$ cat src/rtl/nx_pkg.sv
// nx_pkg: shared definitions for the nx stream blocks.
// Holds the default stream parameters and the mesh direction encoding
// used when a fan-out instance serves the four ports of a mesh router.
package nx_pkg;

    localparam int NX_STREAM_WIDTH = 32;
    localparam int NX_OUTPUTS      = 4;
    localparam int NX_FIFO_DEPTH   = 2;

    // Direction index for the 4-output mesh configuration.
    typedef enum logic [1:0] {
        NORTH = 2'd0,
        EAST  = 2'd1,
        SOUTH = 2'd2,
        WEST  = 2'd3
    } nx_dir_e;

endpackage

$ cat src/rtl/nx_fifo.sv
// nx_fifo: synchronous FIFO buffer, DEPTH entries of WIDTH bits.
// Ports:
//   clk_i, rst_i  clock, asynchronous active-high reset (control state only)
//   push_i        write data_i (ignored when full)
//   data_i        write data
//   pop_i         remove head entry (ignored when empty)
//   data_o        head entry; don't-care while empty
//   full_o        occupancy == DEPTH
//   empty_o       occupancy == 0
//   level_o       current occupancy, 0..DEPTH
// All outputs depend only on registered state.
module nx_fifo
    import nx_pkg::*;
#(
    parameter int WIDTH = NX_STREAM_WIDTH,
    parameter int DEPTH = NX_FIFO_DEPTH
) (
    input  logic                     clk_i,
    input  logic                     rst_i,
    input  logic                     push_i,
    input  logic [WIDTH-1:0]         data_i,
    input  logic                     pop_i,
    output logic [WIDTH-1:0]         data_o,
    output logic                     full_o,
    output logic                     empty_o,
    output logic [$clog2(DEPTH):0]   level_o
);

    localparam int PTR_W = $clog2(DEPTH);
    localparam int LVL_W = PTR_W + 1;

    logic [WIDTH-1:0] mem_q [DEPTH];
    logic [PTR_W-1:0] wr_ptr_q, wr_ptr_d;
    logic [PTR_W-1:0] rd_ptr_q, rd_ptr_d;
    logic [LVL_W-1:0] count_q, count_d;
    logic             do_push;
    logic             do_pop;

    assign full_o  = (count_q == LVL_W'(DEPTH));
    assign empty_o = (count_q == '0);
    assign level_o = count_q;
    assign data_o  = mem_q[rd_ptr_q];

    assign do_push = push_i && !full_o;
    assign do_pop  = pop_i && !empty_o;

    // DEPTH is a power of two, so pointer increments wrap naturally.
    always_comb begin
        wr_ptr_d = wr_ptr_q;
        rd_ptr_d = rd_ptr_q;
        count_d  = count_q;
        if (do_push) begin
            wr_ptr_d = wr_ptr_q + PTR_W'(1);
        end
        if (do_pop) begin
            rd_ptr_d = rd_ptr_q + PTR_W'(1);
        end
        case ({do_push, do_pop})
            2'b10:   count_d = count_q + LVL_W'(1);
            2'b01:   count_d = count_q - LVL_W'(1);
            default: count_d = count_q;
        endcase
    end

    always_ff @(posedge clk_i or posedge rst_i) begin
        if (rst_i) begin
            wr_ptr_q <= '0;
            rd_ptr_q <= '0;
            count_q  <= '0;
        end else begin
            wr_ptr_q <= wr_ptr_d;
            rd_ptr_q <= rd_ptr_d;
            count_q  <= count_d;
        end
    end

    // Storage is not reset; the occupancy counter alone decides validity.
    always_ff @(posedge clk_i) begin
        if (do_push) begin
            mem_q[wr_ptr_q] <= data_i;
        end
    end

endmodule

$ cat src/rtl/nx_stream_fanout.sv
// nx_stream_fanout: steers one inbound message stream to OUTPUTS outbound
// streams, each behind its own FIFO_DEPTH-entry buffer.
// Ports:
//   clk_i, rst_i   clock, asynchronous active-high reset
//   dist_data_i    inbound message
//   dist_dir_i     target outbound index (unicast)
//   dist_bcast_i   write every outbound buffer, dist_dir_i ignored
//   dist_valid_i   inbound valid
//   dist_ready_o   inbound ready
//   out_data_o     per-stream head of buffer
//   out_valid_o    per-stream buffer not empty
//   out_ready_i    per-stream consumer ready
//   drop_o         one-cycle pulse after an out-of-range unicast is discarded
//   idle_o         all buffers empty
//
// Handshake: a transfer happens on every rising clk_i edge where valid and
// ready are both high; valid may not depend on ready. dist_ready_o is built
// from registered buffer occupancy only, so a pop on out_ready_i frees space
// for the inbound side one cycle later, never in the same cycle.
module nx_stream_fanout
    import nx_pkg::*;
#(
    parameter int STREAM_WIDTH = NX_STREAM_WIDTH,
    parameter int OUTPUTS      = NX_OUTPUTS,
    parameter int FIFO_DEPTH   = NX_FIFO_DEPTH,
    localparam int DIR_W       = $clog2(OUTPUTS)
) (
    input  logic                                  clk_i,
    input  logic                                  rst_i,
    input  logic [STREAM_WIDTH-1:0]               dist_data_i,
    input  logic [DIR_W-1:0]                      dist_dir_i,
    input  logic                                  dist_bcast_i,
    input  logic                                  dist_valid_i,
    output logic                                  dist_ready_o,
    output logic [OUTPUTS-1:0][STREAM_WIDTH-1:0]  out_data_o,
    output logic [OUTPUTS-1:0]                    out_valid_o,
    input  logic [OUTPUTS-1:0]                    out_ready_i,
    output logic                                  drop_o,
    output logic                                  idle_o
);

    localparam int NPAD  = 1 << DIR_W;
    localparam int LVL_W = $clog2(FIFO_DEPTH) + 1;

    logic [OUTPUTS-1:0] full_w;
    logic [OUTPUTS-1:0] empty_w;
    logic [OUTPUTS-1:0] push_w;
    logic [LVL_W-1:0]   level_w [OUTPUTS];
    logic [NPAD-1:0]    full_pad;
    logic               dir_oor;
    logic               accept;
    logic               drop_q, drop_d;

    // Direction codes beyond OUTPUTS-1 see a "never full" slot, so an
    // out-of-range unicast is always accepted and then discarded.
    generate
        if (NPAD == OUTPUTS) begin : g_dir_exact
            assign full_pad = full_w;
            assign dir_oor  = 1'b0;
        end else begin : g_dir_padded
            assign full_pad = {{(NPAD - OUTPUTS){1'b0}}, full_w};
            assign dir_oor  = (int'(dist_dir_i) >= OUTPUTS);
        end
    endgenerate

    // Broadcast needs room everywhere so it lands in all buffers at once.
    assign dist_ready_o = dist_bcast_i ? ~|full_w : ~full_pad[dist_dir_i];
    assign accept       = dist_valid_i && dist_ready_o;

    generate
        for (genvar n = 0; n < OUTPUTS; n++) begin : g_buf
            // An out-of-range direction never matches, so nothing is pushed.
            assign push_w[n] = accept &&
                               (dist_bcast_i || (dist_dir_i == DIR_W'(n)));

            nx_fifo #(
                .WIDTH (STREAM_WIDTH),
                .DEPTH (FIFO_DEPTH)
            ) u_fifo (
                .clk_i   (clk_i),
                .rst_i   (rst_i),
                .push_i  (push_w[n]),
                .data_i  (dist_data_i),
                .pop_i   (out_ready_i[n]),
                .data_o  (out_data_o[n]),
                .full_o  (full_w[n]),
                .empty_o (empty_w[n]),
                .level_o (level_w[n])
            );
        end
    endgenerate

    assign out_valid_o = ~empty_w;

    assign drop_d = accept && !dist_bcast_i && dir_oor;

    always_ff @(posedge clk_i or posedge rst_i) begin
        if (rst_i) begin
            drop_q <= 1'b0;
        end else begin
            drop_q <= drop_d;
        end
    end

    assign drop_o = drop_q;

    // Derived from the registered occupancy counters only.
    always_comb begin
        idle_o = 1'b1;
        for (int n = 0; n < OUTPUTS; n++) begin
            if (level_w[n] != '0) begin
                idle_o = 1'b0;
            end
        end
    end

endmodule

$ cat config.mk
export PLATFORM = sky130hd
export DESIGN_NAME = nx_stream_fanout
export DESIGN_NICKNAME = d
export VERILOG_FILES = /design/src/rtl/nx_pkg.sv /design/src/rtl/nx_fifo.sv /design/src/rtl/nx_stream_fanout.sv
export SDC_FILE = /design/constraint.sdc
export NUM_CORES = 1
export LEC_CHECK = 0
export ABC_AREA = 1
export CORE_UTILIZATION = 49
export CTS_BUF_LIST = sky130_fd_sc_hd__clkbuf_2
export CTS_CLUSTER_DIAMETER = 50
export DETAILED_ROUTE_END_ITERATION = 7
export PLACE_DENSITY = 0.78
export SYNTH_ARGS = -nofsm -noshare
export SYNTH_HDL_FRONTEND = slang
export SYNTH_SLANG_ARGS = --single-unit
export TNS_END_PERCENT = 50
$ cat constraint.sdc
create_clock -name clk_i -period 2.9 [get_ports clk_i]
set_clock_uncertainty 0.05 [all_clocks]
set_input_delay 0.58 -clock clk_i [delete_from_list [all_inputs] [get_ports clk_i]]
set_output_delay 0.58 -clock clk_i [all_outputs]
set_load 0.03 [all_outputs]
# --- Yosys cells after proc, flatten, opt, wreduce, memory -nomap -nowiden ---
# Memory sizes are Yosys's and may differ from the RTL's.
# Cells that the tools add are included.
word_totals:
  regBits: 16
  ram_bits: 256
  inputBits: 42
  wordCells: 109
  memories: 4
op_classes:
  n_addsub: 16
  magnitude_cmp: 1
  eq_ne: 15
  n_mux: 19
  bitwise: 2
  reduce_logical: 40
mem_list:
  columns: ["name", "depth", "width", "read_ports", "rd_ports_with_merged_regs", "wr", "line", "source"]
  rows:
  - ["g_buf[0].u_fifo.mem_q", 2, 32, 1, 0, 1, "nx_fifo.sv:32", "logic [WIDTH-1:0] mem_q [DEPTH];"]
  - ["g_buf[1].u_fifo.mem_q", 2, 32, 1, 0, 1, "nx_fifo.sv:32", null]
  - ["g_buf[2].u_fifo.mem_q", 2, 32, 1, 0, 1, "nx_fifo.sv:32", null]
  - ["g_buf[3].u_fifo.mem_q", 2, 32, 1, 0, 1, "nx_fifo.sv:32", null]
ops:
  columns: ["op", "count"]
  rows:
  - ["== test 2 bit (second input constant)", 10]
  - ["one-hot mux 2 bit (2 select lines)", 4]
  - ["nonzero test 2 bit", 8]
  - ["2-to-1 mux 1 bit", 14]
  - ["logical AND 1 bit", 13]
  - ["== test 2 x 1 -> 1 bit (second input constant)", 5]
  - ["logical NOT 2 bit", 5]
  - ["logical NOT 1 bit", 9]
  - ["adder 1 bit (second input constant)", 8]
  - ["adder 2 x 1 -> 2 bit (second input constant)", 4]
  - ["subtractor 2 x 1 -> 2 bit (second input constant)", 4]
  - ["logical OR 1 bit", 4]
  - ["NOT 4 bit", 1]
  - ["OR reduction 4 bit", 1]
  - ["less-than comparator 2 x 3 -> 1 bit (second input constant)", 1]
  - ["binary-select mux 1 bit (select 2 bit)", 1]
  - ["NOT 1 bit", 1]

# --- Logic depth before layout (Yosys ltp) ---
# Gate-level depths: netlist of the first run.
depth:
  ltp_word: 10
  mapped_depth: 11

# --- Hierarchy ---
# From an unflattened synthesis of the first run, not the netlist that was laid out.
unflattened:
  cells_unflattened: 833
  area_unflattened_um2: 10613.9
by_module_without_submodules:
  columns: ["mod", "instances", "cells_each", "area_each_um2"]
  rows:
  - ["nx_fifo", 4, 200, 2616.3]
  - ["nx_stream_fanout", 1, 33, 148.9]

# --- Worst setup path after synthesis of the first run ---
# Ideal clock, no wire load.
synth_timing:
  path_kind: "in2reg"
  from: "in dist_bcast_i"
  to: "mem g_buf[2].u_fifo.mem_q[1][0] (netlist name), enable pin"
  arrival_ns: 2.476
  required_ns: 2.429
  slack_ns: -0.047
  path_stages: 7
  path_buffers: 0
  path_cell_list: "inv_1 > o21ai_2 > nand2_1 > nand2_2 > inv_2 > nand4_1 > nor2_1"
synth_between:
  elab_chain_len: 6
  elab_cells_between_ends: 7
  cone_classes: "mux (3); reduce/logical (4)"
synth_lines:
  columns: ["item", "line", "source"]
  rows:
  - ["start, declared", "nx_stream_fanout.sv:32", "input logic dist_bcast_i,"]
  - ["2-to-1 mux 1 bit", "nx_stream_fanout.sv:67", "assign dist_ready_o = dist_bcast_i ? ~|full_w : ~full_pad[dist_dir_i];"]
  - ["logical AND 1 bit", "nx_stream_fanout.sv:68", "assign accept = dist_valid_i && dist_ready_o;"]
  - ["logical AND 1 bit *", "nx_stream_fanout.sv:73", "assign push_w[n] = accept &&"]
  - ["logical AND 1 bit *", "nx_fifo.sv:44", "assign do_push = push_i && !full_o;"]
  - ["2-to-1 mux 1 bit *", "nx_fifo.sv:79", "if (do_push) begin"]
  - ["2-to-1 mux 1 bit (not written as such) *", "nx_fifo.sv:80", "mem_q[wr_ptr_q] <= data_i;"]
  - ["end, declared", "nx_fifo.sv:32", null]
# Mark *: on every way between the ends. The rest lies on a longest branch, timed or not.

==> results.toml, run 1 <==
[run_status]
status = "finished clean"

[sta]
fin_tns_setup_ps = 0
slew_violations = 0
holdWs_ps = 145.4
setup_viol = 0
hold_viol = 0
fin_crit_sh_pct = 95.97
fin_crit_ps = 2783
grt_setup_unrepaired = "true"
tightest_slew_ps = 647.6
maxSlewHeadroom_pct = 56.78
fmaxAchievable_ghz = 0.3593

[floorplanning]
dieArea_um2 = 21400
die_w_um = 146.3
coreArea_um2 = 20300
die_h_um = 146.3
initial_core_util_pct = 50.25
rows = 52
io_pins = 177

[worst_setup_path]
critical-path-max-stage-delay_ps = 420
cp_cell_sequence = "buf_12 > mux2_2 > dlygate4sd2_1"
worst_ep_required_time_ps = 2270
crit_path_top_delay_cell = "dfrtp_2"
end_kind = "output port"
worstPathArrival_ps = 2150
crit_path_start_kind = "register"
r2r_cells = 11
critPathKind = "reg2out"
critPathMaxFanout = 23

[yosys]
synth_warnings = 0
synth_cell_types = 23
synth-edff-count = 256
synthesis.nets = 771
synth_common_cells = "nand2_1 (311), edfxtp_1 (256), mux2_2 (32), inv_1 (24), clkbuf_1 (18)"
yosysTopAreaCellShare_pct = 75.37
yosys.area.top_type = "edfxtp_1"
yosysMostFrequentCell = "nand2_1"
synth_flop_cell = "edfxtp_1"
syn_avg_cell_area_um2 = 14.07
yosys-top-cells-area = "edfxtp_1 (75%), nand2_1 (11%), dfrtp_1 (3.9%)"
netlist_area_um2 = 10200
ys_ff_latch = 272
synthArstFlopShare_pct = 5.882
syn-instance-count = 725
seq_area_frac_synth_pct = 79.29

[global_routing]
grt_use_total_pct = 22.32
grt_max_degree = 34
grt_overflow = 0
grt_pass1_vias = 6548
grt_antenna_before_repair = 0
grt_pass1_wl_um = 35600

[pwr]
p_per_area_nw_per_um2 = 1043
worst_ir_drop_vdd_uv = 734.0
p_leak_nw = 5.243

[cts]
cts_buffer_depth = 3
clock_sinks = 272
cts_root_buffer = "clkbuf_2"
htreeDepth = 3
clock_latency_ps = 770
cts_buffers = 69
clk_pin_slew_ps = 90
ctsHoldBuffers = 0
cts_tree = "done"

[layout]
multiInputGateArea_um2 = 1918
drive_gt1_share_pct = 24.85
nFillCells = 1530
fin_nets = 1015
antenna_cells = 0
syn2layout_area_growth_pct = 26.35
seq_area_um2 = 8093

[route]
drc = 0
dr.pass1.iters = 5
ant_nets = 0
drt-total-wl_um = 23020
wl_met1_um = 9602
viasPerCell = 4.980
vias = 6374
drt_iter0_markers = 425
met3_length_um = 1610
top_layer = "met4"
wl_met2_um = 11500
wl_per_cell_um = 17.98

[placement]
port-buffer-count = 175
dp_hpwl_um = 14390
place_congestion = 0.8239

[run]
cap_violations = 0

[worst_hold_path]
min_path_type = "in2async"
path summary, 6_finish.rpt:
kind | to | slack (ps) | from
max in group asynchronous | g_buf[0].u_fifo.rd_ptr_q$_DFFE_PP0P_ | 2190 | rst_i
setup / recovery | out_data_o[23] | 120 | g_buf[0].u_fifo.rd_ptr_q$_DFFE_PP0P_
min in group clk_i | g_buf[0].u_fifo.rd_ptr_q$_DFFE_PP0P_ | 390 | out_ready_i[0]
hold reg to reg | g_buf[2].u_fifo.wr_ptr_q$_DFFE_PP0P_ | 440 | g_buf[2].u_fifo.wr_ptr_q$_DFFE_PP0P_
hold / removal | g_buf[2].u_fifo.level_o[0]$_DFFE_PP0P_ | 150 | rst_i
setup reg to reg | g_buf[1].u_fifo.level_o[1]$_DFFE_PP0P_ | 880 | g_buf[3].u_fifo.level_o[0]$_DFFE_PP0P_
power by group:
part / switching [mW] / total, mW / leakage (nW) / internal [mW]
registers: 0.233 / 5.25 / 2.52 / 5.02
logic: 4.00 / 5.84 / 2.27 / 1.84
clock network: 1.41 / 2.35 / 0.456 / 0.947
total: 5.64 / 13.4 / 5.24 / 7.80
layer usage:
layer,vias up,global-route usage [%]
li1,3003,-
met1,3071,28.32
met2,267,37.71
met3,33,5.750
met4,0,6.979
met5,-,0
sequential cells by signal, indices dropped and copies added, names as in the netlist:
name	count
g_buf.u_fifo.mem_q	256
g_buf.u_fifo.wr_ptr_q	4
g_buf.u_fifo.rd_ptr_q	4
g_buf.u_fifo.level_o	8
cells in the final DEF (no fill, tap or decap):
| cell type | count |
|---|---|
| o21ai_0 | 5 |
| clkbuf_2 | 135 |
| buf_6 | 4 |
| o21ai_2 | 1 |
| nor4_1 | 1 |
| nand3_1 | 1 |
| mux2_2 | 32 |
| buf_4 | 19 |
| xnor2_1 | 6 |
| clkbuf_8 | 1 |
| clkdlybuf4s15_2 | 30 |
| inv_2 | 8 |
| clkinvlp_4 | 1 |
| a21oi_1 | 4 |
| buf_12 | 7 |
| nand2_1 | 311 |
| clkinv_1 | 5 |
| dfrtp_2 | 4 |
| conb_1 | 1 |
| nand4_1 | 9 |
| dfrtp_1 | 12 |
| nor2_4 | 6 |
| clkdlybuf4s15_1 | 22 |
| ha_1 | 4 |
| clkinv_2 | 1 |
| xor2_1 | 6 |
| edfxtp_1 | 256 |
| inv_1 | 20 |
| clkdlybuf4s50_1 | 45 |
| nor2_1 | 8 |
| nand2_2 | 2 |
| dlygate4sd2_1 | 43 |
cells by family after synthesis:
logic type                 count (synthesis)  synth area share, %
other                                      1              0.03677
adders and majority gates                  4               0.4907
buffers and inverters                     56                2.196
xor gates and xnor gates                  12                1.030
DFF                                      272                79.29
muxes                                     32                3.533
AOI/OAI and AO/OA                         10               0.5275
and+or+nand+nor                          338                12.89
final cells by class:
| type | instances | share of cell area (%) |
|---|---|---|
| Clock buffer | 106 | 4.116 |
| Clock inverter | 6 | 0.2136 |
| Inverter | 29 | 0.8447 |
| Multi-Input combinational cell | 397 | 14.88 |
| Sequential cell | 272 | 62.80 |
| Tap cell | 270 | 2.621 |
| Timing Repair Buffer | 200 | 14.52 |
metrics by stage:
step / worst slack [ps] / total power, mW / area [um^2] / utilization (%) / cells
2_1_floorplan: -45.33 / 8.890 / 10200 / - / 725
3_3_place_gp: 255.6 / 11.52 / 12440 / 61.28 / 1164
3_5_place_dp: 200.9 / 11.61 / 12440 / 61.28 / 1164
4_1_cts: -1.458 / 13.57 / 12960 / 63.86 / 1278
5_1_grt: -10.86 / 14.15 / 12890 / 63.49 / 1280
6_report: 116.8 / 13.44 / 12890 / 63.49 / 1280
worst max-delay path: cells and delay by family (launching register included):
family	cells	cell delay (ps)
multiplexers	1	390
buffers and inverters	2	570
flip-flops	1	420
repair_timing:
action	CTS	global route
resized for setup	199	72
endpoints found under the setup margin	124	72
endpoints found under the hold margin	0	0
buffers inserted	2	2
(Power assumes the default switching activity.)
==> inputs of run 2 (changes only) <==
SLEW_MARGIN = 15   (was not set)
==> results of run 2 <==
No change in the layout: final DEF, timing and power equal those of run 1.
==> inputs of run 3 (changes only) <==
CTS_CLUSTER_DIAMETER = not set   (was 50)
SLEW_MARGIN = not set   (was 15)
==> results of run 3 <==
No change in the layout: final DEF, timing and power equal those of run 1.
